`config.mk`:
```
export PLATFORM = sky130hd
export DESIGN_NAME = alu_op_sequencer_flat
export DESIGN_NICKNAME = d
export VERILOG_FILES = /design/src/rtl/alu_op_sequencer_if.sv /design/src/rtl/alu_op_sequencer.sv /design/src/flat_wrapper.sv
export SDC_FILE = /design/constraint.sdc
export NUM_CORES = 1
export LEC_CHECK = 0
export ABC_AREA = 1
export BUFFER_PORTS_ARGS = -buffer_cell sky130_fd_sc_hd__buf_2
export CORE_MARGIN = 2
export CORE_UTILIZATION = 52
export CTS_CLUSTER_DIAMETER = 100
export DETAILED_ROUTE_END_ITERATION = 16
export PLACE_DENSITY = 0.74
export SLEW_MARGIN = 5
export SYNTH_ARGS = -nofsm -noshare
export SYNTH_HDL_FRONTEND = slang
export SYNTH_SLANG_ARGS = --single-unit
```
`constraint.sdc`:
```
create_clock -name clk -period 2.88 [get_ports clk]
set_input_delay 0.288 -clock clk [delete_from_list [all_inputs] [get_ports clk]]
set_output_delay 0.288 -clock clk [all_outputs]
set_load 0.02 [all_outputs]
```
`src/rtl/alu_op_sequencer_if.sv`:
```
// Request/result handshake bundle for alu_op_sequencer.
// master = requesting decode logic, slave = the sequencer.
interface alu_op_sequencer_if #(
    parameter int WIDTH = 16
);
    logic                 op_valid;
    logic                 op_ready;
    logic [1:0]           op_code;
    logic [WIDTH-1:0]     op_a;
    logic [WIDTH-1:0]     op_b;
    logic                 res_valid;
    logic                 res_ready;
    logic [2*WIDTH-1:0]   res_data;
    logic                 res_carry;
    logic                 res_overflow;
    logic                 res_err;
    logic                 busy;

    modport master (
        output op_valid, op_code, op_a, op_b, res_ready,
        input  op_ready, res_valid, res_data, res_carry, res_overflow, res_err, busy
    );

    modport slave (
        input  op_valid, op_code, op_a, op_b, res_ready,
        output op_ready, res_valid, res_data, res_carry, res_overflow, res_err, busy
    );
endinterface

```
`src/rtl/alu_op_sequencer.sv`:
```
// Single-issue add/sub/shift-add-multiply sequencer sharing one WIDTH-bit adder.
// Optional macro ALU_OP_SEQ_MUL_EARLY_EXIT_EN: multiply stops once the remaining multiplier is zero.
module alu_op_sequencer #(
    parameter int WIDTH = 16
) (
    input  logic               clk,
    input  logic               rst,
    alu_op_sequencer_if.slave  bus
);
    localparam int            CNT_W = $clog2(WIDTH);
    localparam logic [CNT_W-1:0] LAST = CNT_W'(WIDTH - 1);

    typedef enum logic [1:0] {IDLE, EXEC, DONE} state_e;
    typedef enum logic [1:0] {OP_ADD, OP_SUB, OP_MUL, OP_RSV} op_e;

    state_e               state_q, state_d;
    op_e                  op_q, op_d;
    logic [WIDTH-1:0]     a_q, a_d;
    logic [WIDTH-1:0]     b_q, b_d;
    logic [2*WIDTH-1:0]   acc_q, acc_d;
    logic [CNT_W-1:0]     cnt_q, cnt_d;
    logic                 carry_q, carry_d;
    logic                 ovf_q, ovf_d;
    logic                 err_q, err_d;

    logic [WIDTH-1:0]     add_x, add_y;
    logic                 add_cin;
    logic [WIDTH:0]       sum_full;
    logic                 cin_msb;
    logic [2*WIDTH-1:0]   mul_acc;
    logic                 mul_last;

    // Shared adder: operand select depends only on the captured opcode.
    always_comb begin
        // NOTE: every combinational output gets a default first so no latch is inferred.
        add_x   = a_q;
        add_y   = b_q;
        add_cin = 1'b0;
        case (op_q)
            OP_SUB: begin
                add_y   = ~b_q;
                add_cin = 1'b1;
            end
            OP_MUL: begin
                add_x = acc_q[2*WIDTH-1:WIDTH];
                add_y = b_q[0] ? a_q : '0;
            end
            default: ;
        endcase
        sum_full = {1'b0, add_x} + {1'b0, add_y} + {{WIDTH{1'b0}}, add_cin};
        // Sum bit = x ^ y ^ carry-in, so the carry into the MSB falls out directly.
        cin_msb  = add_x[WIDTH-1] ^ add_y[WIDTH-1] ^ sum_full[WIDTH-1];
        mul_acc  = {sum_full[WIDTH], sum_full[WIDTH-1:0], acc_q[WIDTH-1:1]};
`ifdef ALU_OP_SEQ_MUL_EARLY_EXIT_EN
        mul_last = (cnt_q == LAST) || (b_q[WIDTH-1:1] == '0);
`else
        mul_last = (cnt_q == LAST);
`endif
    end

    always_comb begin
        state_d = state_q;
        op_d    = op_q;
        a_d     = a_q;
        b_d     = b_q;
        acc_d   = acc_q;
        cnt_d   = cnt_q;
        carry_d = carry_q;
        ovf_d   = ovf_q;
        err_d   = err_q;
        case (state_q)
            IDLE: begin
                if (bus.op_valid) begin
                    state_d = EXEC;
                    op_d    = op_e'(bus.op_code);
                    a_d     = bus.op_a;
                    b_d     = bus.op_b;
                    acc_d   = '0;
                    cnt_d   = '0;
                    carry_d = 1'b0;
                    ovf_d   = 1'b0;
                    err_d   = 1'b0;
                end
            end
            EXEC: begin
                case (op_q)
                    OP_ADD, OP_SUB: begin
                        acc_d   = {{WIDTH{1'b0}}, sum_full[WIDTH-1:0]};
                        carry_d = sum_full[WIDTH];
                        ovf_d   = cin_msb ^ sum_full[WIDTH];
                        state_d = DONE;
                    end
                    OP_MUL: begin
                        acc_d = mul_acc;
                        b_d   = b_q >> 1;
                        cnt_d = cnt_q + CNT_W'(1);
                        if (mul_last) begin
`ifdef ALU_OP_SEQ_MUL_EARLY_EXIT_EN
                            // Skipped iterations would only shift; apply them all at once.
                            acc_d = mul_acc >> (LAST - cnt_q);
`endif
                            state_d = DONE;
                        end
                    end
                    default: begin
                        acc_d   = '0;
                        err_d   = 1'b1;
                        state_d = DONE;
                    end
                endcase
            end
            DONE: begin
                if (bus.res_ready) state_d = IDLE;
            end
            default: state_d = IDLE;
        endcase
    end

    always_ff @(posedge clk or posedge rst) begin
        if (rst) begin
            state_q <= IDLE;
            op_q    <= OP_ADD;
            a_q     <= '0;
            b_q     <= '0;
            acc_q   <= '0;
            cnt_q   <= '0;
            carry_q <= 1'b0;
            ovf_q   <= 1'b0;
            err_q   <= 1'b0;
        end else begin
            // NOTE: state uses non-blocking assignment so all flops update together.
            state_q <= state_d;
            op_q    <= op_d;
            a_q     <= a_d;
            b_q     <= b_d;
            acc_q   <= acc_d;
            cnt_q   <= cnt_d;
            carry_q <= carry_d;
            ovf_q   <= ovf_d;
            err_q   <= err_d;
        end
    end

    assign bus.op_ready     = (state_q == IDLE) && !rst;
    assign bus.res_valid    = (state_q == DONE);
    assign bus.res_data     = acc_q;
    assign bus.res_carry    = carry_q;
    assign bus.res_overflow = ovf_q;
    assign bus.res_err      = err_q;
    assign bus.busy         = (state_q != IDLE);
endmodule
```
`src/flat_wrapper.sv`:
```
// flat-port wrapper written by rule: the top's interface ports become plain ports
module alu_op_sequencer_flat 
#(
    parameter int WIDTH = 16
)
  (clk, rst, bus_op_valid, bus_op_code, bus_op_a, bus_op_b, bus_res_ready, bus_op_ready, bus_res_valid, bus_res_data, bus_res_carry, bus_res_overflow, bus_res_err, bus_busy);
  alu_op_sequencer_if #(.WIDTH(WIDTH)) bus_i ();
  input  logic clk;
  input  logic rst;
  input wire logic [$bits(bus_i.op_valid)-1:0] bus_op_valid;
  input wire logic [$bits(bus_i.op_code)-1:0] bus_op_code;
  input wire logic [$bits(bus_i.op_a)-1:0] bus_op_a;
  input wire logic [$bits(bus_i.op_b)-1:0] bus_op_b;
  input wire logic [$bits(bus_i.res_ready)-1:0] bus_res_ready;
  output wire logic [$bits(bus_i.op_ready)-1:0] bus_op_ready;
  output wire logic [$bits(bus_i.res_valid)-1:0] bus_res_valid;
  output wire logic [$bits(bus_i.res_data)-1:0] bus_res_data;
  output wire logic [$bits(bus_i.res_carry)-1:0] bus_res_carry;
  output wire logic [$bits(bus_i.res_overflow)-1:0] bus_res_overflow;
  output wire logic [$bits(bus_i.res_err)-1:0] bus_res_err;
  output wire logic [$bits(bus_i.busy)-1:0] bus_busy;
  assign bus_i.op_valid = bus_op_valid;
  assign bus_i.op_code = bus_op_code;
  assign bus_i.op_a = bus_op_a;
  assign bus_i.op_b = bus_op_b;
  assign bus_i.res_ready = bus_res_ready;
  assign bus_op_ready = bus_i.op_ready;
  assign bus_res_valid = bus_i.res_valid;
  assign bus_res_data = bus_i.res_data;
  assign bus_res_carry = bus_i.res_carry;
  assign bus_res_overflow = bus_i.res_overflow;
  assign bus_res_err = bus_i.res_err;
  assign bus_busy = bus_i.busy;
  alu_op_sequencer #(.WIDTH(WIDTH)) u_core (.clk(clk), .rst(rst), .bus(bus_i));
endmodule
```
==> summary.md, run 1 <==
| Metric | Value |
|---|---|
| GR Overflow Total | `0` |
| Met2 WL post-DR | `5610 um` |
| Share of layout cells above drive strength 1 | `19.6%` |
| Max clock buf depth | `2` |
| Antenna violations before repair | `0` |
| Hold Crit Class | `in2async` |
| First-pass GRT wire length | `20200 um` |
| Top layer reached by signal wires | `met4` |
| Via/cell ratio | `5.36` |
| CTS tree | `built` |
| Final Setup Violations | `0` |
| Worst-Skew Late Latency | `360 ps` |
| Slowest-stage cell, CP | `ha_1` |
| Cells after Synth | `644` |
| Hold Buf Count CTS | `0` |
| Mapped Avg Cell Area | `7.26 sq um` |
| Largest stage delay, worst path | `450 ps` |
| Routed vias | `4488` |
| Worst setup EP type | `flip-flop` |
| Crit-path leading delay family | `simple AND/OR/NAND/NOR gates` |
| CP cell instances | `buf_4 > ha_4 > nand2_1 > inv_1 > buf_4 > a31oi_1 > o21ai_0 > ha_1 > nand2_1 > nor3_2 > nand2_1 > nand2_1 > nand2_1 > nand3_1 > nand2_1` |
| Die area | `9770 sq um` |
| Largest cells by area after synthesis | `dfrtp_1, nand2_1, inv_1` |
| Setup TNS | `0 ps` |
| Critical path peak fanout | `13` |
| Crit path time final | `2700 ps` |
| WL met3 | `645 um` |
| Routed WL | `12200 um` |
| WP buf/inv | `3` |
| Initial Utilization | `53.6%` |
| Final period utilization | `93.6%` |
| Total GRT Usage | `25.5%` |
| Cell area after synthesis | `4680 sq um` |
| FF+latch count, synth | `75` |
| Final Hold Fails | `0` |
| Final antenna-violating net count | `0` |
| Final core utilization | `63.7%` |
| Avg WL per Cell | `14.6 um` |
| DPL Wire Length | `9190 um` |
| Post-synthesis cell type count | `38` |
| Vias in the first global route | `4312` |
| Setup Skew | `10.8 ps` |
| CTS clk-pin slew, worst paths | `80 ps` |
| TritonCTS Buffers | `9` |
| Drt first pass iters | `4` |
| Syn Nets | `704` |
| # H-tree levels | `3` |
| Fraction of registers with async set/reset | `100%` |
| Fmax | `371 MHz` |
| Initial DRC Count | `233` |
| Sequential fraction of the synthesis area | `40.1%` |
| WS Path Type | `reg2reg` |
| Yosys warning count | `0` |
| Synth top area share | `40.1%` |
| CTS sink cnt | `75` |
| Die Wd | `98.9 um` |
| DRC | `0` |
| EDFF count, synth | `0` |
| Status | `completed` |
| Area Growth Syn to Fin | `18.7%` |
| Core outline area | `8720 sq um` |
| Max cap viols | `0` |
| Worst path most repeated cell | `nand2_1` |
| Clk root buf | `clkbuf_8` |
| # rows | `34` |
| I/O Buffers | `75` |
| Met1 WL | `5680 um` |
| CP startpoint kind | `flip-flop` |
| # IOs | `76` |
| Top_reg_cell synth | `dfrtp_1` |
| Routability Congestion | `0.903` |
| Nets | `785` |
| Die H | `98.9 um` |
| Pin count of the biggest net entering global routing | `42` |
| CP Data Required Time | `3130 ps` |
| Critical path arrival | `2940 ps` |
| Max_slew headroom | `48.9%` |
| Diode count | `0` |
| Post-synth top area cell | `dfrtp_1` |
| Measured slew at the worst slew-check pin | `765 ps` |
| Slew Limit Fails | `0` |
## area by class of cell
class                      count  area, sq um
clock buffer                  11          151
clock inverter                 4         97.6
fill                         772         3170
inverter                      98          368
multi-input combinational    449         2400
sequential                    75         1880
tap                          108          135
timing repair buffer          92          519
## timing repair
| action | 4_1_cts | 5_1_grt |
|---|---|---|
| endpoints found under the setup margin | 1 | 27 |
| resized for setup | 1 | 20 |
| setup buffers | 0 | 3 |
| pin swaps | 0 | 3 |
| cloned | 0 | 0 |
## sequential cells by signal, indices dropped and copies added (netlist names)
signal / cells
u_core.state_q: 2
u_core.b_q: 16
u_core.bus.res_err: 1
u_core.op_q: 2
u_core.bus.res_carry: 1
u_core.cnt_q: 4
u_core.bus.res_data: 32
u_core.a_q: 16
u_core.bus.res_overflow: 1
## Yosys cell counts, types with 6 or more instances
| cell type | count |
|---|---|
| a21oi_1 | 14 |
| clkbuf_1 | 9 |
| dfrtp_1 | 75 |
| ha_1 | 20 |
| inv_1 | 92 |
| inv_2 | 6 |
| nand2_1 | 230 |
| nand3_1 | 35 |
| nor2_1 | 23 |
| o211ai_1 | 16 |
| o21ai_0 | 46 |
| o22ai_1 | 14 |
## layout by cell type (no fill, tap or decap), drive strengths merged
cell      synthesis  layout
nand2           234     234
inv              98      98
buf              13      92
dfrtp            75      75
o21ai            51      51
nand3            35      35
nor2             26      26
ha               20      20
o211ai           17      17
o22ai            14      14
a21oi            14      14
clkbuf            9      11
o221ai            6       6
nand3b            5       5
xor2              5       5
a31oi             5       5
o21bai            4       4
bufinv            0       3
xnor2             3       3
nor3              2       2
fa                2       2
a211oi            1       1
a21o              1       1
o21a              1       1
a221oi            1       1
a22o              1       1
or2               1       1
clkinvlp          0       1
## final timing paths
check                                                from                                  end  slack [ps]  depth (start not counted)
hold reg to reg            u_core.bus.res_err$_DFFE_PP0P_       u_core.bus.res_err$_DFFE_PP0P_         490                          2
max in group asynchronous                             rst            u_core.b_q[7]$_DFFE_PP0P_        2130                          3
min in group clk                            bus_res_ready        u_core.state_q[1]$_DFFE_PP0P_         120                          2
setup reg to reg               u_core.op_q[1]$_DFFE_PP0P_  u_core.bus.res_data[30]$_DFFE_PP0P_         180                         15
hold / removal                                        rst        u_core.state_q[0]$_DFFE_PP0P_          60                          2
setup / recovery               u_core.op_q[1]$_DFFE_PP0P_  u_core.bus.res_data[30]$_DFFE_PP0P_         180                         15
## metrics by stage
step	hold slack [ps]	setup slack, ps	area (sq um)	std cells
floorplan	397	121	4680	644
global placement	462	107	5190	819
detailed placement	469	-6.21	5190	819
CTS	95.8	22.3	5440	834
global route	124	-0.703	5550	837
finish	64.2	185	5550	837
## layer usage
layer / global-route usage, % / vias to the layer above
met5: 0 / -
met4: 9.38 / 0
met3: 4.40 / 24
met2: 40.5 / 142
met1: 35.2 / 2099
li1: - / 2223
## logic make-up after synthesis
kind of cell,synth area share [%]
and+or+nand+nor,26.6
adders and majority gates,6.20
buffers and inverters,10.3
AOI/OAI and AO/OA,15.2
xor gates and xnor gates,1.50
DFF,40.1
Power of run 1 is left out: the tool's default activity adds up to more than one toggle a clock period on the data nets, which glitch-free logic cannot reach.
==> run 2, diff against run 1 <==
Settings changed: CORE_UTILIZATION 52 to 57, PLACE_DENSITY 0.74 to 0.77.
Clock period 2.88 ns to 3.1 ns, I/O delays scaled along.
==> summary.md, run 2 (synthesis gave the netlist of run 1 again) <==
| Metric | Value |
|---|---|
| Final Setup Violations | `0 (unchanged)` |
| Measured slew at the worst slew-check pin | `788 ps (was 765 ps)` |
| Max cap viols | `0 (unchanged)` |
| # H-tree levels | `3 (unchanged)` |
| Hold Buf Count CTS | `0 (unchanged)` |
| WS Path Type | `reg2reg (unchanged)` |
| Die Wd | `94.6 um (was 98.9 um)` |
| Pin count of the biggest net entering global routing | `40 (was 42)` |
| Avg WL per Cell | `14.4 um (was 14.6 um)` |
| Status | `completed (unchanged)` |
| DPL Wire Length | `9030 um (was 9190 um)` |
| Worst-Skew Late Latency | `360 ps (about the same)` |
| Initial DRC Count | `200 (was 233)` |
| Final period utilization | `93.4% (was 93.6%)` |
| Fmax | `346 MHz (was 371 MHz)` |
| Setup TNS | `0 ps (unchanged)` |
| CTS tree | `built (unchanged)` |
| Share of layout cells above drive strength 1 | `16.8% (was 19.6%)` |
| Setup bufs post-CTS | `0 (unchanged)` |
| Clk root buf | `clkbuf_8 (unchanged)` |
| Place WS | `206 ps (was -6.21 ps)` |
| Max clock buf depth | `2 (unchanged)` |
| GR Overflow Total | `0 (unchanged)` |
| Critical path arrival | `3130 ps (was 2940 ps)` |
| CP Data Required Time | `3340 ps (was 3130 ps)` |
| Nets | `778 (was 785)` |
| Setup Skew | `8.44 ps (was 10.8 ps)` |
| # rows | `33 (was 34)` |
| Die H | `94.6 um (was 98.9 um)` |
| Final antenna-violating net count | `0 (unchanged)` |
| Core outline area | `8090 sq um (was 8720 sq um)` |
| CTS clk-pin slew, worst paths | `80 ps (about the same)` |
| Final core utilization | `66.7% (was 63.7%)` |
| Drt first pass iters | `5 (was 4)` |
| R2R setup slack | `210 ps (was 180 ps)` |
| Area Growth Syn to Fin | `15.3% (was 18.7%)` |
| TritonCTS Buffers | `9 (unchanged)` |
| Antenna violations before repair | `0 (unchanged)` |
| I/O Buffers | `75 (unchanged)` |
| Worst r2r dst | `u_core.bus.res_data[27]$_DFFE_PP0P_ (was u_core.bus.res_data[30]$_DFFE_PP0P_)` |
| DRC | `0 (unchanged)` |
| Diode count | `0 (unchanged)` |
| Max reg flops | `32 (unchanged)` |
| First-pass GRT wire length | `19500 um (was 20200 um)` |
| Initial Utilization | `57.8% (was 53.6%)` |
| Reg2Reg Depth | `17 (was 15)` |
| Die area | `8950 sq um (was 9770 sq um)` |
| Max_slew headroom | `47.4% (was 48.9%)` |
| Total GRT Usage | `28.3% (was 25.5%)` |
| Final Hold Fails | `0 (unchanged)` |
| Routability Congestion | `0.920 (was 0.903)` |
| Routed WL | `11900 um (was 12200 um)` |
| CP startpoint kind | `flip-flop (unchanged)` |
| Via/cell ratio | `5.26 (was 5.36)` |
| Critical path peak fanout | `6 (was 13)` |
| Crit path time final | `2890 ps (was 2700 ps)` |
| Hold Crit Class | `in2async (unchanged)` |
| Slew Limit Fails | `0 (unchanged)` |
| Routed vias | `4350 (was 4488)` |
| # IOs | `76 (unchanged)` |
| Vias in the first global route | `4203 (was 4312)` |
| Worst setup EP type | `flip-flop (unchanged)` |
| Setup slack after layout | `206 ps (was 185 ps)` |
| Reg2reg start | `u_core.op_q[0]$_DFFE_PP0P_ (was u_core.op_q[1]$_DFFE_PP0P_)` |
| Most common cell after layout, fill and taps aside | `nand2_1 (unchanged)` |
| Most frequent cells in the layout | `nand2_1, inv_1, buf_2, dfrtp_1, o21ai_0 (unchanged)` |
| Fin Hold WS | `101 ps (was 64.2 ps)` |
| CTS sink cnt | `75 (unchanged)` |
[run 2: how the worst max path moves through the flow]
stage                     depth (start not counted)                  startpoint  slack [ps]                             endpoint
final                                            17  u_core.op_q[0]$_DFFE_PP0P_         210  u_core.bus.res_data[27]$_DFFE_PP0P_
after global routing                             17  u_core.op_q[0]$_DFFE_PP0P_         -20  u_core.bus.res_data[27]$_DFFE_PP0P_
after CTS                                        17  u_core.op_q[1]$_DFFE_PP0P_         190  u_core.bus.res_data[27]$_DFFE_PP0P_
after detailed placement                         17  u_core.op_q[1]$_DFFE_PP0P_         210  u_core.bus.res_data[27]$_DFFE_PP0P_
after global placement                           17  u_core.op_q[0]$_DFFE_PP0P_         310  u_core.bus.res_data[27]$_DFFE_PP0P_
after floorplan                                  17  u_core.op_q[0]$_DFFE_PP0P_         340  u_core.bus.res_data[27]$_DFFE_PP0P_
[run 2: what timing repair did]
| item | CTS | global route |
|---|---|---|
| resized for setup | 0 | 4 |
| setup endpoints to repair | 0 | 7 |
| hold endpoints to repair | 0 | 0 |
[run 2: area by class of cell]
| type | count | area [sq um] |
|---|---|---|
| Fill cell | 748 | 2700 |
| Sequential cell | 75 | 1880 |
| Clock buffer | 10 | 138 |
| Inverter | 98 | 368 |
| Timing Repair Buffer | 85 | 467 |
| Clock inverter | 5 | 77.6 |
| Tap cell | 105 | 131 |
| Multi-Input combinational cell | 449 | 2340 |
[run 2: per-layer routing]
metal  GRT usage [%]  share of wire [%]
met3            3.59                4.7
met2            47.4                 48
met5               0                  0
met1            38.1                 45
met4            9.78                1.9
[run 2: worst max-delay path, cell delays in order, from the launching register on]
cell,delay (ps)
dfrtp_1,410
inv_1,150
ha_2,250
nand2_1,100
inv_1,80
a221oi_1,100
fa_1,470
fa_1,410
inv_1,70
nand2_1,40
nand2_1,90
nand3_1,90
nand2_2,130
nand2_1,80
nand2_1,60
nand2_1,60
nand3_1,80
o21ai_0,90
[run 2: through the flow]
| step | cells | instance area [sq um] |
|---|---|---|
| global placement | 812 | 5160 |
| detailed placement | 812 | 5160 |
| CTS | 827 | 5370 |
| finish | 827 | 5390 |
| global route | 827 | 5390 |
| floorplan | 644 | 4680 |
Power of run 2 is left out for the same reason.
==> run 3, diff against run 2 <==
Settings changed: CORE_ASPECT_RATIO set to 1.1.
==> summary.md, run 3 (synthesis gave the netlist of run 1 again) <==
| Metric | Value |
|---|---|
| Antenna violations before repair | `0 (unchanged)` |
| Slew Limit Fails | `0 (unchanged)` |
| Final antenna-violating net count | `0 (unchanged)` |
| Drt first pass iters | `5 (unchanged)` |
| Initial DRC Count | `177 (was 200)` |
| Max reg flops | `32 (unchanged)` |
| Core outline area | `7960 sq um (was 8090 sq um)` |
| Measured slew at the worst slew-check pin | `781 ps (was 788 ps)` |
| Hold Crit Class | `in2reg (was in2async)` |
| GR Overflow Total | `0 (unchanged)` |
| Max_slew headroom | `47.8% (was 47.4%)` |
| # H-tree levels | `3 (unchanged)` |
| CTS clk-pin slew, worst paths | `80 ps (about the same)` |
| DPL Wire Length | `9090 um (was 9030 um)` |
| Most frequent cells in the layout | `nand2_1, inv_1, buf_2, dfrtp_1, o21ai_0 (unchanged)` |
| Status | `completed (unchanged)` |
| Final period utilization | `93.7% (was 93.4%)` |
| CP startpoint kind | `flip-flop (unchanged)` |
| Critical path arrival | `3120 ps (was 3130 ps)` |
| Crit path time final | `2910 ps (was 2890 ps)` |
| Share of layout cells above drive strength 1 | `16.9% (was 16.8%)` |
| Routed vias | `4375 (was 4350)` |
| Die area | `8950 sq um (about the same)` |
| Crit path from | `u_core.op_q[0]$_DFFE_PP0P_ (unchanged)` |
| # rows | `34 (was 33)` |
| First-pass GRT wire length | `20300 um (was 19500 um)` |
| # IOs | `76 (unchanged)` |
| Pin count of the biggest net entering global routing | `70 (was 40)` |
| Most common cell after layout, fill and taps aside | `nand2_1 (unchanged)` |
| Initial Utilization | `58.8% (was 57.8%)` |
| Setup Skew | `13.5 ps (was 8.44 ps)` |
| Routed WL | `11700 um (was 11900 um)` |
| Slowest-stage cell, CP | `fa_1 (unchanged)` |
| Worst path most repeated cell | `nand2_1 (unchanged)` |
| Via/cell ratio | `5.26 (about the same)` |
| Nets | `781 (was 778)` |
| Worst-Skew Late Latency | `340 ps (was 360 ps)` |
| Die H | `99.0 um (was 94.6 um)` |
| Diode count | `0 (unchanged)` |
| Crit path to | `u_core.bus.res_data[27]$_DFFE_PP0P_ (unchanged)` |
| Reg2reg start | `u_core.op_q[0]$_DFFE_PP0P_ (unchanged)` |
| Fmax | `344 MHz (was 346 MHz)` |
| Clk root buf | `clkbuf_8 (unchanged)` |
| DRC | `0 (unchanged)` |
| RSZ-0062 raised after global routing | `true` |
| Final Setup Violations | `0 (unchanged)` |
| Area Growth Syn to Fin | `14.4% (was 15.3%)` |
| # fillers | `728 (was 748)` |
| Routability Congestion | `0.865 (was 0.920)` |
| WL met3 | `502 um (was 556 um)` |
| CTS tree | `built (unchanged)` |
| Largest stage delay, worst path | `470 ps (about the same)` |
| Met2 WL post-DR | `5670 um (was 5720 um)` |
| WS Path Type | `reg2reg (unchanged)` |
| Die Wd | `90.4 um (was 94.6 um)` |
| Vias in the first global route | `4313 (was 4203)` |
| Avg WL per Cell | `14.0 um (was 14.4 um)` |
| R2R setup slack | `190 ps (was 210 ps)` |
| Fin Hold WS | `152 ps (was 101 ps)` |
| CP cell instances | `inv_1 > ha_1 > nand2_1 > inv_1 > a221oi_1 > fa_1 > fa_1 > inv_1 > nand2_1 > nand2_1 > nand3_1 > nand2_2 > nand2_1 > nand2_1 > nand2_1 > nand3_1 > o21ai_0 (was inv_1 > ha_2 > nand2_1 > inv_1 > a221oi_1 > fa_1 > fa_1 > inv_1 > nand2_1 > nand2_1 > nand3_1 > nand2_2 > nand2_1 > nand2_1 > nand2_1 > nand3_1 > o21ai_0)` |
| CTS sink cnt | `75 (unchanged)` |
| Max clock buf depth | `2 (unchanged)` |
| Final Hold Fails | `0 (unchanged)` |
| Max cap viols | `0 (unchanged)` |
| Worst r2r dst | `u_core.bus.res_data[27]$_DFFE_PP0P_ (unchanged)` |
| CP Data Required Time | `3310 ps (was 3340 ps)` |
| TritonCTS Buffers | `9 (unchanged)` |
| Top layer reached by signal wires | `met4 (unchanged)` |
| Worst setup EP type | `flip-flop (unchanged)` |
| Critical path peak fanout | `4 (was 6)` |
| Reg2Reg Depth | `17 (unchanged)` |
| Met1 WL | `5280 um (was 5410 um)` |
| I/O Buffers | `75 (unchanged)` |
| Total GRT Usage | `28.0% (was 28.3%)` |
==> run 3: cell count changes in the layout (fill, tap and decap cells not counted), moves of 2 or more <==
cell	before	now
bufinv_16	2	0
buf_4	8	11
ha_1	18	20
clkinvlp_4	1	3
==> run 3: through the flow <==
step	utilization (%)	std cells	setup WS (ps)	setup TNS [ps]	instance area, sq um
2_1_floorplan	-	644	341	0	4680
3_3_place_gp	65.1	817	298	0	5180
3_5_place_dp	65.1	817	158	0	5180
4_1_cts	67.2	832	139	0	5340
5_1_grt	67.3	832	-12.1	-12.1	5350
6_report	67.3	832	194	0	5350
==> run 3: layout make-up <==
type                    instances  area, sq um  area share (%)
inverters                      98          368            6.87
clock buffers                   9          124            2.31
flip-flops and latches         75         1880            35.1
repair buffers                 88          488            9.12
well taps                     108          135            2.52
clock inverters                 5         32.5           0.608
multi-input cells             449         2330            43.5
==> run 3: timing repair <==
item                                    CTS  global route
hold buffers                              1             0
resized for setup                         0             3
hold endpoints to repair                  6             0
setup buffers                             0             0
endpoints found under the setup margin    0             6
==> run 3: how the worst min path moves through the flow <==
stage / startpoint / end / depth (start not counted)
after floorplan: bus_res_ready / u_core.state_q[1]$_DFFE_PP0P_ / 1
after global placement: rst / u_core.state_q[1]$_DFFE_PP0P_ / 2
after detailed placement: rst / u_core.state_q[0]$_DFFE_PP0P_ / 2
after CTS: bus_res_ready / u_core.state_q[1]$_DFFE_PP0P_ / 2
after global routing: bus_res_ready / u_core.state_q[1]$_DFFE_PP0P_ / 2
final: bus_op_a[3] / u_core.a_q[3]$_DFFE_PP0P_ / 3
==> run 3: critical path, delay by kind of cell (launching register included) <==
family / cells / cell delay, ps
and+or+nand+nor: 9 / 730
AOI/OAI and AO/OA: 2 / 190
DFF: 1 / 390
buffers and inverters: 3 / 240
adders and majority gates: 3 / 1230
==> run 3: routing by layer <==
| metal | vias to the layer above | track usage [%] |
|---|---|---|
| met5 | - | 0 |
| met2 | 119 | 48.2 |
| met4 | 0 | 8.76 |
| li1 | 2217 | - |
| met3 | 19 | 3.06 |
| met1 | 2020 | 37.4 |
Power of run 3 is left out for the same reason.
